`src/rtl/register_file_param.sv`:
```
// Parameterised register file: INIT/RUN sequencer, pending-write scoreboard.
// Optional REGFILE_BYPASS_EN enables write-through forwarding on reads.
module register_file_param #(
  parameter int                DATA_W  = 32,
  parameter int                ADDR_W  = 5,
  parameter int                SP_IDX  = 2,
  parameter logic [DATA_W-1:0] SP_INIT = 32'h7fff_effc
) (
  input  logic              clk,
  input  logic              rst,
  input  logic              we,
  input  logic [ADDR_W-1:0] wa,
  input  logic [DATA_W-1:0] wd,
  input  logic [ADDR_W-1:0] ra1,
  input  logic [ADDR_W-1:0] ra2,
  output logic [DATA_W-1:0] rd1,
  output logic [DATA_W-1:0] rd2,
  input  logic              sb_set,
  input  logic [ADDR_W-1:0] sb_addr,
  output logic              pend1,
  output logic              pend2,
  output logic              init_busy
);

  localparam int DEPTH = 1 << ADDR_W;
  localparam logic [ADDR_W-1:0] SP_A = ADDR_W'(SP_IDX);
  localparam logic [ADDR_W-1:0] LAST = ADDR_W'(DEPTH - 1);

  typedef enum logic {
    S_INIT,
    S_RUN
  } state_t;

  state_t            state_q;
  state_t            state_d;
  logic [ADDR_W-1:0] idx_q;
  logic [ADDR_W-1:0] idx_d;
  logic [DATA_W-1:0] regs [DEPTH];
  logic [DEPTH-1:0]  pend_q;
  logic [DEPTH-1:0]  pend_d;
  logic              wr_en;
  logic [ADDR_W-1:0] wr_addr;
  logic [DATA_W-1:0] wr_data;
  logic              run;

  assign run = (state_q == S_RUN);

  // State and init index register; reset restarts the init sweep.
  always_ff @(posedge clk) begin
    if (rst) begin
      state_q <= S_INIT;
      idx_q   <= '0;
    end else begin
      state_q <= state_d;
      idx_q   <= idx_d;
    end
  end

  // Next state, write port select and next pending vector.
  always_comb begin
    state_d   = state_q;
    idx_d     = idx_q;
    wr_en     = 1'b0;
    wr_addr   = wa;
    wr_data   = wd;
    pend_d    = pend_q;
    init_busy = 1'b0;
    unique case (state_q)
      S_INIT: begin
        init_busy       = 1'b1;
        wr_en           = 1'b1;
        wr_addr         = idx_q;
        wr_data         = (idx_q == SP_A) ? SP_INIT : '0;
        pend_d[idx_q]   = 1'b0;
        idx_d           = idx_q + 1'b1;
        if (idx_q == LAST) begin
          state_d = S_RUN;
        end
      end
      S_RUN: begin
        if (we && (wa != '0)) begin
          wr_en      = 1'b1;
          pend_d[wa] = 1'b0;
        end
        // set is applied last so it wins over a same-cycle clear
        if (sb_set && (sb_addr != '0)) begin
          pend_d[sb_addr] = 1'b1;
        end
      end
      default: begin
        state_d = S_INIT;
      end
    endcase
  end

  // Register array write; held reset blocks all writes.
  always_ff @(posedge clk) begin
    if (!rst && wr_en) begin
      regs[wr_addr] <= wr_data;
    end
  end

  // Pending vector update; held reset freezes it until init clears it.
  always_ff @(posedge clk) begin
    if (!rst) begin
      pend_q <= pend_d;
    end
  end

  function automatic logic [DATA_W-1:0] rd_val(
    input logic [ADDR_W-1:0] a
  );
    logic [DATA_W-1:0] v;
    v = '0;
    if (run && (a != '0)) begin
      v = regs[a];
`ifdef REGFILE_BYPASS_EN
      if (we && (wa != '0) && (a == wa)) begin
        v = wd;
      end
`endif
    end
    return v;
  endfunction

  function automatic logic pd_val(
    input logic [ADDR_W-1:0] a
  );
    logic v;
    v = 1'b0;
    if (run && (a != '0)) begin
      v = pend_q[a];
`ifdef REGFILE_BYPASS_EN
      if (we && (wa != '0) && (a == wa)) begin
        v = sb_set && (sb_addr == a);
      end
`endif
    end
    return v;
  endfunction

  // Asynchronous read ports; zero during init and for register 0.
  always_comb begin
    rd1   = rd_val(ra1);
    rd2   = rd_val(ra2);
    pend1 = pd_val(ra1);
    pend2 = pd_val(ra2);
  end

endmodule

```
`config.mk`:
```
export PLATFORM = sky130hd
export DESIGN_NAME = register_file_param
export DESIGN_NICKNAME = d
export VERILOG_FILES = /design/src/rtl/register_file_param.sv
export SDC_FILE = /design/constraint.sdc
export NUM_CORES = 1
export LEC_CHECK = 0
export CELL_PAD_IN_SITES_DETAIL_PLACEMENT = 2
export CELL_PAD_IN_SITES_GLOBAL_PLACEMENT = 2
export CORE_UTILIZATION = 43
export DETAILED_ROUTE_END_ITERATION = 10
export MAX_ROUTING_LAYER = met4
export PLACE_DENSITY_LB_ADDON = 0.08
export SETUP_SLACK_MARGIN = 0.02
export SYNTH_ARGS = -nofsm -noshare
export SYNTH_HDL_FRONTEND = slang
export SYNTH_SLANG_ARGS = --single-unit
```
`constraint.sdc`:
```
create_clock -name clk -period 3.7 [get_ports clk]
set_input_delay 0.74 -clock clk [delete_from_list [all_inputs] [get_ports clk]]
set_output_delay 0.74 -clock clk [all_outputs]
set_load 0.1 [all_outputs]
```
==> results.md, run 1 <==
- Setup WS post-layout: -0.0593 ns
- PD cells: ~440 nW/µm²
- Flop pwr share: 0.502
- Nets: approximately 3500
- Seq/Total Area, Yosys: 0.624
- Congestion Overflow GR: 0
- Max incr delay on CP: approximately 0.57 ns
- Final setup fails: 4
- Residual DRC: 0
- Min cycle time layout: between 3 and 4 ns
- Switching fraction of total power: 0.240
- CP Max Fanout: 7
- Int Power: ~20 mW
- Slew of the pin with the lowest slew margin: approximately 1.2 ns
- Routed Antenna Nets: 0
- Grt met1 use: 0.467
- Tot Pwr: 27.0 mW
- Setup Skew: about 0.034 ns
- Gate power share: 0.090
- DRT Pass-1 Iters: 7
- Mapped cell area: around 51000 µm²
- CTS Buf Count: between 100 and 150
- Dominant synthesized flop cell: edfxtp_1
- RSZ-0062 raised after global routing: true
- HPWL Detailed: 134000 µm
- GPL Wtd Cong: 0.873
- Average instance area after synthesis: about 16 µm²
- Yosys cell types: slightly above 60
- Final Hold Fails: 0
- Die Y: 346 µm
- TritonCTS clock tree: built
- Critical Path RT: approximately 3 ns
- Crit share post-route: 1.02
- First-pass GRT wire length: roughly 290000 µm
- M3 GR Usage: 0.0547
- Syn Nets: 3213
- Synth warnings: 0
- Max transition margin: 0.195
- Max Cap Viol: 0
- Worst skew pair latency: around 0.74 ns
- #FFs+latches synth: 1062
- # IOs: 123
- Most Used Layer, Global Route: met2
- HP Class: flop to flop
- Worst path top cell family by delay: buffers and inverters
- Routed WL: between 200000 and 250000 µm
- CP Class: input pin to output port
- Core Region: about 120000 µm²
- Cells after synthesis: approximately 3200
- DR vias: ~35000
- Clock power frac: 0.408
- Initial antenna violation count: 4
- 1st-iter DRT viols: a little over 4000
- Post-synth top area share: 0.622
- Initial core utilization: 0.436
- Synth area leader: edfxtp_1
- Port bufs: 122
- Critical path cell sequence: clkdlybuf4s50_1 > buf_4 > and4bb_2 > a32o_1 > a31oi_1 > nand3_1 > buf_12
- WP data arrival: just over 3 ns
- Avg WL per Cell: 41.4 µm
- Violations in the final reports: setup timing
- Largest net degree at the start of global routing: 40
- Die area: ~120000 µm²
- Core Rows: around 130
- Clock Pin Slew Worst Setup and Hold Paths: 0.06 ns
- Area contributors post-synth: edfxtp_1 (62%), mux2i_1 (11%), mux4_2 (10%)
- Post-synth EDFFs: about 1100
- P_leak: approximately 22 nW
- TNS Setup: -0.105 ns
- Root Buffer: clkbuf_16
- Filler instances: 10152
- Startpoint types: input pin
- Bufs on Longest Clock Path: 3
- Tot GR Track Use: 0.354
- Final Max Tran Viols: 0
- Worst vdd ir: just over 400 µV
- Ratio of cells with drive above 1 in the final layout: 0.247
- Grt met2 use: 0.557
- Chip width: roughly 350 µm
- Vias in the first global route: between 30000 and 40000
- Peak Freq: 266 MHz
- CTS sink count: approximately 1100
- H-tree Lvls: 3
- CP Capture Type: output port
- Post-synth ARST share: 0
- Via-to-Cell Ratio: around 7
- Slowest-stage cell, CP: clkdlybuf4s50_1
- Switching Power: about 6.5 mW
- CP Buf/Inv Count: 3
- Syn-to-layout area delta: 20.2%
- Status: complete, but fails checks
[worst register-to-register path: stages, from the launching register on]
cell and delay, ns:
dfxtp_1 0.46, ha_1 0.55, nand3_2 0.67, buf_12 0.49
nand2_1 0.22, buf_4 0.38
[layout make-up]
| class | instances | area [µm²] | share of cell area |
|---|---|---|---|
| multi-input combinational | 1824 | 18000 | 0.293 |
| tap | 1524 | 1910 | 0.0311 |
| inverter | 9 | 33.8 | 0.000551 |
| sequential | 1062 | 31800 | 0.519 |
| clock inverter | 70 | 493 | 0.00804 |
| antenna | 4 | 10.0 | 0.000163 |
| clock buffer | 140 | 2990 | 0.0488 |
| timing repair buffer | 455 | 6090 | 0.0994 |
[sequential cells by signal (all words and copies together) (netlist names)]
name	count
idx_q	5
pend_q	32
regs	1024
run	1
[worst paths after layout]
| kind | startpoint | endpoint | slack (ns) | depth (start not counted) |
|---|---|---|---|---|
| min | idx_q[0] | idx_q[0] | 0.59 | 2 |
| max | ra1[3] | rd1[6] | -0.06 | 7 |
| max reg2reg | idx_q[1] | regs[27][24] | 0.70 | 5 |
| min reg2reg | idx_q[0] | idx_q[0] | 0.59 | 2 |
[power by group through the flow]
stage | combinational (mW) | sequential [mW] | clock, mW
2_1_floorplan | 1.30 | 13.8 | 0
3_3_place_gp | 2.19 | 13.8 | 0
3_5_place_dp | 2.28 | 13.8 | 0
4_1_cts | 2.33 | 13.5 | 11.1
5_1_grt | 2.49 | 13.5 | 11.5
6_report | 2.42 | 13.5 | 11.0
[repair_timing]
action,in CTS,in global routing
endpoints found under the setup margin,64,14
cloned,3,6
hold buffers,0,0
pin swaps,5,7
resized for setup,21,13
buffers inserted,5,17
[cells in the final DEF, fill, tap and decap left out, types with 23 or more instances in the layout]
cell,n
buf_12,174
edfxtp_1,1056
and3_1,37
nand4_1,67
a31oi_1,56
a22oi_1,249
mux4_2,232
clkbuf_16,123
nand3_1,135
nor2_4,40
clkinv_1,36
buf_4,205
clkdlybuf4s50_1,47
a21oi_1,78
a22o_1,40
mux2i_1,543
nand2_1,173
clkbuf_1,23
[stage by stage]
| stage | area [µm²] | cells | utilization | setup WS, ns | hold slack, ns |
|---|---|---|---|---|---|
| after global routing | 61300 | 5086 | 0.525 | -0.0444 | 0.621 |
| after CTS | 60900 | 5061 | 0.521 | -0.0204 | 0.594 |
| after floorplan | 51000 | 3152 | - | -0.141 | 0.516 |
| after detailed placement | 57200 | 4843 | 0.489 | -0.235 | 0.587 |
| after global placement | 57200 | 4843 | 0.489 | -0.156 | 0.540 |
| final | 61300 | 5088 | 0.525 | -0.0593 | 0.589 |
[cell usage after synthesis (40+ instances only)]
master	count
edfxtp_1	1056
mux2i_1	543
a22oi_1	250
mux4_2	232
nand2_1	173
nand3_1	140
a21oi_1	79
clkbuf_1	77
buf_2	74
nand4_1	67
buf_4	63
a31oi_1	57
nor2_1	56
a22o_1	40
[per-layer routing]
| layer | vias to the layer above | part of all wire |
|---|---|---|
| met3 | 396 | 0.074 |
| li1 | 13703 | - |
| met1 | 19108 | 0.41 |
| met5 | - | 0 |
| met4 | 0 | 0.038 |
| met2 | 1894 | 0.48 |
[cells by family (layout without fill, tap and decap cells)]
| group | count (synthesis) | count (layout) | share of synthesized area |
|---|---|---|---|
| flops | 1062 | 1062 | 0.624 |
| mux | 802 | 802 | 0.222 |
| simple gates | 538 | 538 | 0.0530 |
| compound gates | 477 | 477 | 0.0668 |
| buf+inv | 266 | 674 | 0.0321 |
| fa+ha+maj | 5 | 5 | 0.00123 |
| xor+xnor | 2 | 2 | 0.000344 |
| other cells | 0 | 4 | 0 |
(Power assumes the default switching activity.)
==> inputs of run 2 (changes only) <==
CORE_MARGIN = 4   (was default)
==> run 2 against run 1 <==
Compared with the run above: the run now ends clean; sequential share of layout area is essentially flat; critical path depth is the same; flip-flop and latch count is the same; sequential power is essentially flat; clock skew shrank 0.017 ns; clock power grew 6%; via count grew 0.39%; total power grew 2.2%; maximum frequency grew 1.6%; die area grew 3.5%; first-iteration DRC count grew 3.7%; highest routed layer unchanged.
==> results.md, run 2 (synthesis results as in run 1) <==
- Status: finished, final reports clean
- HPWL Detailed: 136000 µm
- Core Region: around 120000 µm²
- First-pass GRT wire length: approximately 300000 µm
- Peak Freq: 270 MHz
- CP Class: flop to output port
- DRT Pass-1 Iters: 6
- CP Capture Type: output port
- Final Max Tran Viols: 0
- Initial antenna violation count: 3
- Min cycle time layout: about 3.7 ns
- Initial core utilization: 0.432
- Crit share post-route: 1.00
- Avg WL per Cell: 41.5 µm
- Setup Skew: between 0.015 and 0.02 ns
- Reg-to-Reg Start: run
- RSZ-0062 raised after global routing: true
- TNS Setup: 0 ns
- Largest net degree at the start of global routing: 46
- Max Cap Viol: 0
- Core Rows: between 100 and 150
- Root Buffer: clkbuf_16
- Max incr delay on CP: about 0.50 ns
- Commonest non-fill, non-tap cells in the layout: edfxtp_1 (1056), mux2i_1 (543), a22oi_1 (247), mux4_2 (232), buf_4 (209)
- Critical path's most frequent cell: buf_12
- GPL Wtd Cong: 0.873
- Die Y: about 350 µm
- Top Registers: regs: 1024 flops, pend_q: 32 flops, idx_q: 5 flops
- Tot GR Track Use: 0.343
- Die area: 124000 µm²
- WP data arrival: between 2 and 3 ns
- Final setup fails: 0
- Clock Pin Slew Worst Setup and Hold Paths: 0.06 ns
- Hold Startpoint: idx_q[4]
- HP Class: flop to flop
- Slowest-stage cell, CP: dfxtp_4
- Ratio of cells with drive above 1 in the final layout: 0.248
- Chip width: ~350 µm
- Via-to-Cell Ratio: 6.92
- Critical path cell sequence: inv_2 > nor4b_4 > buf_12 > a22oi_1 > nand4_1 > buf_4 > buf_12
- DR vias: 35239
- Port bufs: 122
- Worst skew pair latency: roughly 0.72 ns
- Number of flip-flops in the largest register: slightly above 1000
- PD cells: between 400 and 500 nW/µm²
- Routed WL: roughly 210000 µm
- Inst Count DP: between 4000 and 5000
- CP Max Fanout: 25
- CTS sink count: 1062
- TritonCTS clock tree: built
- Tot Pwr: between 20 and 30 mW
- Area post-placement: around 57000 µm²
- Syn-to-layout area delta: 20.1%
- Pre-CTS setup slack: -0.140 ns
- Startpoint types: flop
- # IOs: roughly 120
- 1st-iter DRT viols: about 4300
- Worst vdd ir: 394 µV
- Setup crit start: run
- Nets: 3519
- Critical Path RT: about 3.0 ns
- Routed Antenna Nets: 0
- Finished Cell Area: around 61000 µm²
- P_leak: about 21 nW
- Residual DRC: 0
- Max transition margin: 0.178
- Biggest register: regs
- H-tree Lvls: 3
- Final core utilization: 0.520
- Final hold slack: roughly 0.59 ns
- Vias in the first global route: 37520
- CTS Buf Count: approximately 120
- Final Hold Fails: 0
- Final non-filler cell total: around 5100
- Slew of the pin with the lowest slew margin: 1.23 ns
- Congestion Overflow GR: 0
- Bufs on Longest Clock Path: 3
- Setup WS post-layout: approximately 0.0008 ns
- Commonest non-fill, non-tap cell in the layout: edfxtp_1
run 2: worst paths after layout:
check / to / slack [ns] / depth (start not counted)
setup reg to reg: regs[26][11] / 1.01 / 6
hold / removal: idx_q[4] / 0.59 / 2
setup / recovery: rd1[30] / 0.0008 / 7
hold reg to reg: idx_q[4] / 0.59 / 2
run 2: metal layers:
layer  track usage  up-vias  share of wire
li1              -    13657              -
met1         0.446    19063           0.40
met2         0.539     2007           0.47
met3        0.0548      512          0.079
met4         0.149        0          0.050
met5             -        -              0
run 2: area by class of cell:
class | instances | area [µm²]
Multi-Input combinational cell | 1824 | 17900
Clock buffer | 135 | 3040
Tap cell | 1536 | 1920
Clock inverter | 79 | 696
Inverter | 9 | 33.8
Sequential cell | 1062 | 31800
Antenna cell | 1 | 2.50
Timing Repair Buffer | 446 | 5800
Fill cell | 10460 | 56700
run 2: what timing repair did:
| item | CTS | global route |
|---|---|---|
| hold buffers | 0 | 0 |
| pin swaps | 2 | 1 |
| gates resized for setup | 5 | 7 |
| endpoints found under the setup margin | 51 | 13 |
| setup buffers | 7 | 0 |
| cloned | 1 | 1 |
run 2: worst max-delay path: cells and delay by family, from the launching register on:
| kind | cells | cell delay, ns |
|---|---|---|
| compound gates | 1 | 0.17 |
| buf+inv | 4 | 0.89 |
| flops | 1 | 0.50 |
| simple gates | 2 | 0.62 |
run 2: report_power, final:
group          internal (mW)  total, mW  switching [mW]
combinational          0.898       2.38            1.48
clock                   6.60       11.7            5.07
sequential              13.5       13.5          0.0734
total                   21.0       27.6            6.62
